==> config.mk <==
export PLATFORM = sky130hd
export DESIGN_NAME = one_of_n_arbiter
export DESIGN_NICKNAME = d
export VERILOG_FILES = /design/src/rtl/one_of_n_arbiter_pkg.sv /design/src/rtl/one_of_n_arbiter_rr_pick_3.sv /design/src/rtl/one_of_n_arbiter.sv
export SDC_FILE = /design/constraint.sdc
export NUM_CORES = 1
export LEC_CHECK = 0
export BUFFER_PORTS_ARGS = -buffer_cell sky130_fd_sc_hd__buf_2
export CAP_MARGIN = 20
export CORE_AREA = 3 3 40 42
export DETAILED_ROUTE_END_ITERATION = 8
export DIE_AREA = 0 0 43 45
export PLACE_DENSITY_LB_ADDON = 0.15
export RECOVER_POWER = 50
export SETUP_SLACK_MARGIN = 0.5
export SYNTH_ARGS = -nofsm -noshare
export SYNTH_HDL_FRONTEND = slang
export SYNTH_SLANG_ARGS = --single-unit
==> constraint.sdc <==
create_clock -name clk -period 1.5 [get_ports clk]
set_input_delay 0.225 -clock clk [delete_from_list [all_inputs] [get_ports clk]]
set_output_delay 0.225 -clock clk [all_outputs]
set_load 0.005 [all_outputs]
==> src/rtl/one_of_n_arbiter_pkg.sv <==
// Shared types and constants for the 3-way packet-locking arbiter.
package one_of_n_pkg;

    localparam int unsigned NUM_REQ = 3;
    localparam int unsigned SEL_W   = 2;
    localparam int unsigned CNT_W   = 8;

    localparam logic [SEL_W-1:0] SEL_NULL = 2'd3;

    typedef enum logic {
        IDLE   = 1'b0,
        LOCKED = 1'b1
    } state_t;

    // Next index in the 0,1,2 rotation; out-of-range inputs wrap to 0.
    function automatic logic [SEL_W-1:0] inc_mod3(input logic [SEL_W-1:0] idx);
        return (idx >= 2'd2) ? 2'd0 : SEL_W'(idx + 2'd1);
    endfunction

endpackage

==> src/rtl/one_of_n_arbiter_rr_pick_3.sv <==
// Combinational rotating-priority picker: first valid requester starting at rr_ptr.
module rr_pick_3
    import one_of_n_pkg::*;
(
    input  logic [NUM_REQ-1:0] req_val,
    input  logic [SEL_W-1:0]   rr_ptr,
    output logic               found,
    output logic [SEL_W-1:0]   index
);

    logic [SEL_W-1:0] cand;

    always_comb begin
        found = 1'b0;
        index = '0;
        cand  = (rr_ptr >= SEL_W'(NUM_REQ)) ? '0 : rr_ptr;
        for (int unsigned i = 0; i < NUM_REQ; i++) begin
            if (!found && req_val[cand]) begin
                found = 1'b1;
                index = cand;
            end
            cand = inc_mod3(cand);
        end
    end

endmodule

==> src/rtl/one_of_n_arbiter.sv <==
// Packet-locking round-robin arbiter for three requesters into one downstream mux.
// Optional per-grant beat limit with forced release: define ONE_OF_N_ARB_TIMEOUT_EN.
module one_of_n_arbiter
    import one_of_n_pkg::*;
#(
    parameter int unsigned MAX_HOLD = 16
) (
    input  logic               clk,
    input  logic               rst,
    input  logic [NUM_REQ-1:0] req_val,
    input  logic [NUM_REQ-1:0] req_last,
    output logic [NUM_REQ-1:0] req_rdy,
    input  logic               out_rdy,
    output logic               out_val,
    output logic [SEL_W-1:0]   sel,
    output logic [NUM_REQ-1:0] grant,
    output logic               preempt
);

    if (MAX_HOLD < 2 || MAX_HOLD > 255) begin : g_bad_max_hold
        $error("one_of_n_arbiter: MAX_HOLD must be in 2..255");
    end

    state_t           state, state_nx;
    logic [SEL_W-1:0] owner, owner_nx;
    logic [SEL_W-1:0] rr_ptr, rr_ptr_nx;
    logic             pick_found;
    logic [SEL_W-1:0] pick_idx;
    logic             xfer;
    logic             last_beat;
    logic             hold_hit;
    logic             release_now;

    rr_pick_3 u_pick (
        .req_val (req_val),
        .rr_ptr  (rr_ptr),
        .found   (pick_found),
        .index   (pick_idx)
    );

    // Outputs decode the registered owner, qualified by this cycle's handshake inputs.
    always_comb begin
        sel     = SEL_NULL;
        grant   = '0;
        out_val = 1'b0;
        req_rdy = '0;
        if (state == LOCKED) begin
            sel            = owner;
            grant[owner]   = 1'b1;
            out_val        = req_val[owner];
            req_rdy[owner] = out_rdy;
        end
    end

    assign xfer        = out_val && out_rdy;
    assign last_beat   = req_last[owner];
    assign release_now = xfer && (last_beat || hold_hit);

`ifdef ONE_OF_N_ARB_TIMEOUT_EN
    localparam logic [CNT_W-1:0] HOLD_LIMIT = CNT_W'(MAX_HOLD);

    logic [CNT_W-1:0] beat_cnt, beat_cnt_nx;
    logic             preempt_nx;

    assign hold_hit = (CNT_W'(beat_cnt + CNT_W'(1)) == HOLD_LIMIT);

    // Counter only runs while locked, so every new grant starts from zero.
    always_comb begin
        beat_cnt_nx = beat_cnt;
        preempt_nx  = 1'b0;
        if (state != LOCKED) begin
            beat_cnt_nx = '0;
        end else if (xfer) begin
            beat_cnt_nx = release_now ? '0 : CNT_W'(beat_cnt + CNT_W'(1));
            preempt_nx  = hold_hit && !last_beat;
        end
    end

    always_ff @(posedge clk) begin
        if (rst) begin
            beat_cnt <= '0;
            preempt  <= 1'b0;
        end else begin
            beat_cnt <= beat_cnt_nx;
            preempt  <= preempt_nx;
        end
    end
`else
    assign hold_hit = 1'b0;
    assign preempt  = 1'b0;
`endif

    always_comb begin
        state_nx  = state;
        owner_nx  = owner;
        rr_ptr_nx = rr_ptr;
        case (state)
            IDLE: begin
                if (pick_found) begin
                    state_nx = LOCKED;
                    owner_nx = pick_idx;
                end
            end
            LOCKED: begin
                if (release_now) begin
                    state_nx  = IDLE;
                    rr_ptr_nx = inc_mod3(owner);
                end
            end
            default: state_nx = IDLE;
        endcase
    end

    always_ff @(posedge clk) begin
        if (rst) begin
            state  <= IDLE;
            owner  <= '0;
            rr_ptr <= '0;
        end else begin
            state  <= state_nx;
            owner  <= owner_nx;
            rr_ptr <= rr_ptr_nx;
        end
    end

endmodule

Word-level counts from Yosys, hierarchy flattened
Cells that the tools add are included.
W data, S select, Z words.

word-level totals
  flip-flop bits (word level) = 5
  latch bits = 0
  RAM bits = 0
  bits in read-only memories = 0
  input port bits = 9
  logic and storage cells = 55
  memories kept = 0

cells by class
  add/subtract/negate cells = 3
  multiply operators = 0
  div/mod/pow operators = 0
  magnitude comparators = 9
  equal/unequal tests = 0
  shifts and indexed selects = 0
  mux-type cells = 29
  bitwise gates (word level) = 2
  reductions and logical operators = 9

operators with widths
  operator               number
  $mux W2                8
  $lt A2 B3 Y1 const B   4
  $mux W1                12
  $bmux W1 S2            5
  $ge A2 B2 Y1 const B   4
  $add A2 B1 Y2 const B  3
  $mux W3                2
  $logic_and A1 B1 Y1    5
  $reduce_and A2 Y1      2
  $and A3 B3 Y3          1
  $demux W1 S2           1
  $ge A2 B1 Y1 const B   1
  $logic_not A1 Y1       2
  $pmux W1 S2            1
  $not A1 Y1             1

Depth between registers and ports, before layout
Gate-level depths: netlist of the first run.

  word-level depth = 13
  gate-level depth with buffers = 6
  depth with buffers taken out = 6

By module
Synthesis of the first run repeated with hierarchy kept, for this count alone.

unflattened totals
  cell total of the unflattened synthesis = 73
  area, all modules = 566.8 sq um

modules (own cells, without submodules)
  module            instances  cells an instance  area each (sq um)
  one_of_n_arbiter  1          39                 322.8
  rr_pick_3         1          34                 244.0

Worst setup path after synthesis of the first run
No wires, ideal clock.

  path type = reg-to-reg
  start = reg rr_ptr[0]
  end = reg owner[0]
  library setup time = 132 ps
  arrival = 1512 ps
  data required time = 1368 ps
  path slack = -143 ps
  stages on the path, launching flop included = 7
  cells stage by stage = dfxtp_1 > inv_1 > ha_1 > nand2_1 > nor2_1 > or4_4 > mux2i_1

between the ends
  longest elaborated chain between the ends = 12
  elaborated cells between the ends (all ways) = 25
  classes of those cells = add/sub: 2; order compare: 3; mux: 15; reduce/logical: 5

ends and longest elaborated chain
  what                                                                    line                              RTL
  start: declaration                                                      one_of_n_arbiter.sv:26            logic [SEL_W-1:0] rr_ptr, rr_ptr_nx;
  start signal: assignment                                                one_of_n_arbiter.sv:122           rr_ptr <= rr_ptr_nx;
  $ge A2 B2 Y1                                                            one_of_n_arbiter_rr_pick_3.sv:16  cand = (rr_ptr >= SEL_W'(NUM_REQ)) ? '0 : rr_ptr;
  $mux W2 *                                                               one_of_n_arbiter_rr_pick_3.sv:16
  parallel branches: the longest is 10 deep, another holds $add A2 B1 Y2  -
  end signal: assignment                                                  one_of_n_arbiter.sv:121           owner <= owner_nx;
  end: declaration                                                        one_of_n_arbiter.sv:25            logic [SEL_W-1:0] owner, owner_nx;

Mark *: on every way between the ends. The select of a mux whose other input is x is not followed.
A chain may end at the register's enable or synchronous reset.

Final worst setup path of the first run
  start = reg rr_ptr[0]
  end = reg owner[1]

The elaborated chain is that of the path after synthesis.

==> impl_metrics.toml, run 1 <==
[outcome]
status = "finished with violations"
violations = "setup timing"

[pwr]
power_frac_seq_pct = 32.3
p_switching_uw = 170
vdd_ir_drop_max_v = 0.000429
p_clk_share_pct = 29.7
combPwrFrac_pct = 38.0
swShare_pct = 32.0
p_int_uw = 360
p_leak_nw = 0.308
power.density_nw_per_um2 = 752
finalPower_uw = 530

[grt]
antenna_found_initial = 0
grt_overflow = 0
grt_max_degree = 8
grt_pass1_vias = 472
grt.total_usage_pct = 13.3
grt_pass1_wl_um = 1960

[run]
maxCapViolCount = 0

[placed_design]
io_buffers = 17
gp_congestion = 0.760
dp_cells = 97
hpwl_um = 949

[setup_path]
slowest_stage = "or4_4"
slowest_delay_ps = 510
start_kind = "flip-flop"
critPathMaxFanout = 4
crit_chain = "inv_2, ha_4, o32a_2, nor2_1, or4_4, mux2i_1"
critical_path_class = "reg -> reg"
worstPathArrival_ps = 1720
path_buf_inv = 1
critPathRequiredTime_ps = 1600
crit_path_end_kind = "flip-flop"
reg2reg_depth = 6
r2r-end = "owner[1]"
r2r_slack_ps = -120
path_delay_family = "simple AND/OR/NAND/NOR gates"
rr_startpoint = "rr_ptr[0]"

[die]
fp.dieH_um = 45
die_w_um = 43
die_area_um2 = 1940
rows = 13
io_pins = 19
start_util_pct = 35.5
fp.coreArea_um2 = 1280

[synth]
synth.avg_cell_area_um2 = 7.61
yosys_warnings = 0
syn-num-nets = 71
yosysSeqAreaShare_pct = 21.9
yosys.cell_types.count = 27
syn_inst = 60
yosys_register_bits = 5
synth_area_um2 = 457

[sta]
finalCritPeriodShare_pct = 108
maxSlewViolCount = 0
fin_crit_ps = 1620
finalSetupViolations = 3
worst_slack_ps = -123
finClkSkew_ps = 4.78
max_freq_ghz = 0.616
hold_viol = 0
rsz0062_at_grt = "true"

[route]
wl_um = 1240
drt_iter0_markers = 12
drcViolationCount = 0
via_count = 541
via_per_inst = 5.20
wl_per_cell_um = 11.9
antenna_left = 0
first_pass_iters = 4

[layout]
layout-drive-gt1-share_pct = 49.4
n_antenna_cell = 0
areaGrowthSynthToFinish_pct = 54.2
nets = 101
fin_cells = 104

[cts]
clk_pin_slew_ps = 50
cts_buffer_depth = 2
cts_max_level = 1
tritoncts = "built"
clk_latency_ps = 240
clock-sinks = 5
clock-root-buffer = "clkbuf_4"
hold_buffers = 0
cts_buffers = 3

[min_path]
hold_path_depth = 2
hp-class = "in -> reg"
worstHoldEndpoint = "state"
hold_start = "rst"
==> power groups by stage <==
stage / Combinational [mW] / Sequential (mW) / Clock, mW
after global routing: 0.219 / 0.175 / 0.182
after CTS: 0.203 / 0.174 / 0.161
final: 0.201 / 0.171 / 0.157
after floorplan: 0.132 / 0.164 / 0
after global placement: 0.190 / 0.174 / 0
after detailed placement: 0.191 / 0.173 / 0
==> through the flow <==
step	instance area, um^2	setup TNS, ps	utilization (%)	hold slack (ps)	setup slack [ps]
detailed placement	641	-243	49.9	477	-101
finish	704	-298	54.8	228	-123
CTS	704	-290	54.8	212	-120
global placement	641	-219	49.9	480	-84.5
floorplan	503	-65.2	-	339	-33.0
global route	704	-762	54.8	218	-168
==> layer usage <==
metal	share of wire (%)	global-route usage [%]	routed length [um]
met1	41	14.4	512
met4	0	7.23	0
met2	52	25.4	641
met5	0	0	0
met3	6.8	1.20	84
==> layout make-up <==
cell class	instances	area, um^2
clock buffers	4	26.3
fillers	125	581
inverters	6	27.5
multi-input cells	47	358
flip-flops and latches	5	110
well taps	15	18.8
repair buffers	27	164
==> registers in the layout (all words and copies together) (netlist names) <==
signal  count
owner       2
rr_ptr      2
state       1
==> synth_stat cells <==
cell      n  area share [%]
o21ai_0   3             3.3
nand3b_1  2             3.3
o21ba_2   1             2.2
o32a_2    1             2.5
nand3_1   1             1.1
a21boi_0  1             1.6
mux2_2    1             2.5
or4_4     1             2.5
ha_1      2             5.5
nor2_1    6             4.9
and2_1    4             5.5
nor3_1    2             2.2
nor4b_1   2             3.8
conb_1    1            0.82
inv_1     6             4.9
a211oi_1  1             1.6
and3_1    1             1.4
mux2i_1   5              11
buf_4     1             1.6
nand2_1   6             4.9
dfxtp_1   5              22
nand2b_1  1             1.4
and4_1    1             1.9
o22ai_1   1             1.4
buf_2     1             1.1
a31oi_1   1             1.4
o311ai_0  2             3.8
==> placed cells by master, fill, tap and decap left out, types with 3 or more instances in the layout <==
master    instances
nand2_1           5
clkbuf_4          3
buf_2            17
and2_1            4
nor2_1            4
inv_1             4
buf_4             7
mux2i_1           5
==> cell families (layout without fill, tap and decap cells) <==
logic type	count (synthesis)	in the layout	synth area share [%]
AO/OA/AOI/OAI	11	11	17.8
AND/OR/NAND/NOR	27	27	32.9
buffers and inverters	8	37	7.67
adder cells (fa/ha/maj)	2	2	5.48
flip-flops	5	5	21.9
multiplexers	6	6	13.4
other	1	1	0.821
==> worst max-delay path by stage <==
stage | startpoint | endpoint | slack, ps | depth (start not counted)
floorplan | rr_ptr[0] | owner[0] | -30 | 6
global placement | rr_ptr[0] | owner[0] | -80 | 6
detailed placement | rr_ptr[0] | owner[1] | -100 | 6
CTS | rr_ptr[0] | owner[1] | -120 | 6
global route | rr_ptr[0] | owner[1] | -170 | 6
finish | rr_ptr[0] | owner[1] | -120 | 6
==> timing repair <==
item                                    CTS  global route
setup buffers                             3             0
resized for setup                         8             4
endpoints found under the setup margin   14            14
pin swaps                                 1             0
(Power assumes the default switching activity.)
==> inputs of run 2 (changes only) <==
RECOVER_POWER = default   (was 50)
==> impl_metrics.toml, run 2 (synthesis results as in run 1) <==
[die]
rows = 13
die_area_um2 = 1940
die_w_um = 43
fp.dieH_um = 45
start_util_pct = 35.5
fp.coreArea_um2 = 1280
io_pins = 19

[min_path]
hold_start = "rst"
hold_path_depth = 2
worstHoldEndpoint = "state"
hp-class = "in -> reg"

[grt]
antenna_found_initial = 0
grt_overflow = 0
grt_pass1_vias = 472
grt_pass1_wl_um = 1960
grt.total_usage_pct = 13.3
grt_max_degree = 8

[cts]
clk_pin_slew_ps = 50
clk_latency_ps = 240
cts_buffer_depth = 2
tritoncts = "built"
cts_max_level = 1
clock-root-buffer = "clkbuf_4"
clock-sinks = 5
cts_buffers = 3

[sta]
hold_viol = 0
maxSlewViolCount = 0
max_freq_ghz = 0.615
hold_slack_ps = 224
finClkSkew_ps = 4.83
finalSetupViolations = 3
rsz0062_at_grt = "true"
fin_crit_ps = 1630
finalCritPeriodShare_pct = 108
worst_slack_ps = -126

[pwr]
p_clk_share_pct = 29.1
p_leak_nw = 0.314
power_frac_seq_pct = 32.3
combPwrFrac_pct = 38.6
p_int_uw = 370
vdd_ir_drop_max_v = 0.000434
swShare_pct = 31.7
p_switching_uw = 172
power.density_nw_per_um2 = 755

[setup_path]
start_kind = "flip-flop"
crit_path_end_kind = "flip-flop"
r2r-end = "owner[1]"
rr_startpoint = "rr_ptr[0]"
r2r_slack_ps = -130
critical_path_class = "reg -> reg"
worstPathArrival_ps = 1730
critPathMaxFanout = 4
critPathRequiredTime_ps = 1600
reg2reg_depth = 6

[placed_design]
io_buffers = 17
pre_cts_ws_ps = -101
hpwl_um = 949
place_area_um2 = 641
gp_congestion = 0.760

[route]
antenna_left = 0
drt_iter0_markers = 12
wl_per_cell_um = 11.8
via_per_inst = 5.17
via_count = 538
drcViolationCount = 0
first_pass_iters = 5
wl_um = 1230

[layout]
final_cell_mix = "17 x buf_2, 8 x buf_4, 5 x mux2i_1, 5 x nand2_1"
fin_area_um2 = 717
final_util_pct = 55.8
mostFrequentLayoutCell = "buf_2"
layout-drive-gt1-share_pct = 52.8
areaGrowthSynthToFinish_pct = 57.0
nets = 101
n_antenna_cell = 0
top_regs = "owner: 2 flops, rr_ptr: 2 flops, state: 1 flops"
nFillCells = 122

[outcome]
status = "finished with violations"
violations = "setup timing"

[run]
maxCapViolCount = 0
-- run 2: cell types whose count changed in the layout (fill, tap and decap cells not counted), sizes merged --
| cell | change |
|---|---|
| buf | +1 |
| clkbuf | -1 |
-- run 2: metrics by stage --
step           setup TNS [ps]  power (mW)  std cells
6_report                 -308       0.541        104
5_1_grt                  -471       0.588        104
4_1_cts                  -290       0.538        104
3_5_place_dp             -243       0.365         97
3_3_place_gp             -219       0.364         97
2_1_floorplan           -65.2       0.296         60
-- run 2: critical path: stages, from the launching register on --
cell,delay [ps]
dfxtp_2,340
inv_2,60
ha_4,270
o32a_2,130
nor2_1,40
or4_4,510
mux2i_1,140
-- run 2: area by class of cell --
type / count / area [um^2] / share of cell area, %
inverter: 6 / 27.5 / 3.84
clock buffer: 4 / 26.3 / 3.66
tap: 15 / 18.8 / 2.62
timing repair buffer: 27 / 168 / 23.4
sequential: 5 / 111 / 15.5
multi-input combinational: 47 / 365 / 51.0
-- run 2: repair_timing --
item	in CTS	in global routing
pin swaps	1	0
cloned	0	0
resized for setup	8	4
hold buffers	0	0
endpoints found under the setup margin	14	14
buffers inserted	3	0
-- run 2: how the worst max path moves through the flow --
stage,slack (ps),endpoint,cells after the start,from
after floorplan,-30,owner[0],6,rr_ptr[0]
after global placement,-80,owner[0],6,rr_ptr[0]
after detailed placement,-100,owner[1],6,rr_ptr[0]
after CTS,-120,owner[1],6,rr_ptr[0]
after global routing,-170,owner[1],6,rr_ptr[0]
final,-130,owner[1],6,rr_ptr[0]
-- run 2: routing by layer --
layer	track usage, %	wire length [um]	part of all wire (%)	vias to the layer above
li1	-	-	-	273
met1	14.4	520	42	251
met2	25.4	647	53	14
met4	7.23	0	0	0
met5	0	0	0	-
met3	1.20	62	5.0	0
-- run 2: power groups by stage --
stage	Clock, mW	Sequential, mW	Combinational, mW
after floorplan	0	0.164	0.132
after global placement	0	0.174	0.190
after detailed placement	0	0.173	0.191
after CTS	0.161	0.174	0.203
after global routing	0.182	0.179	0.227
final	0.157	0.175	0.209
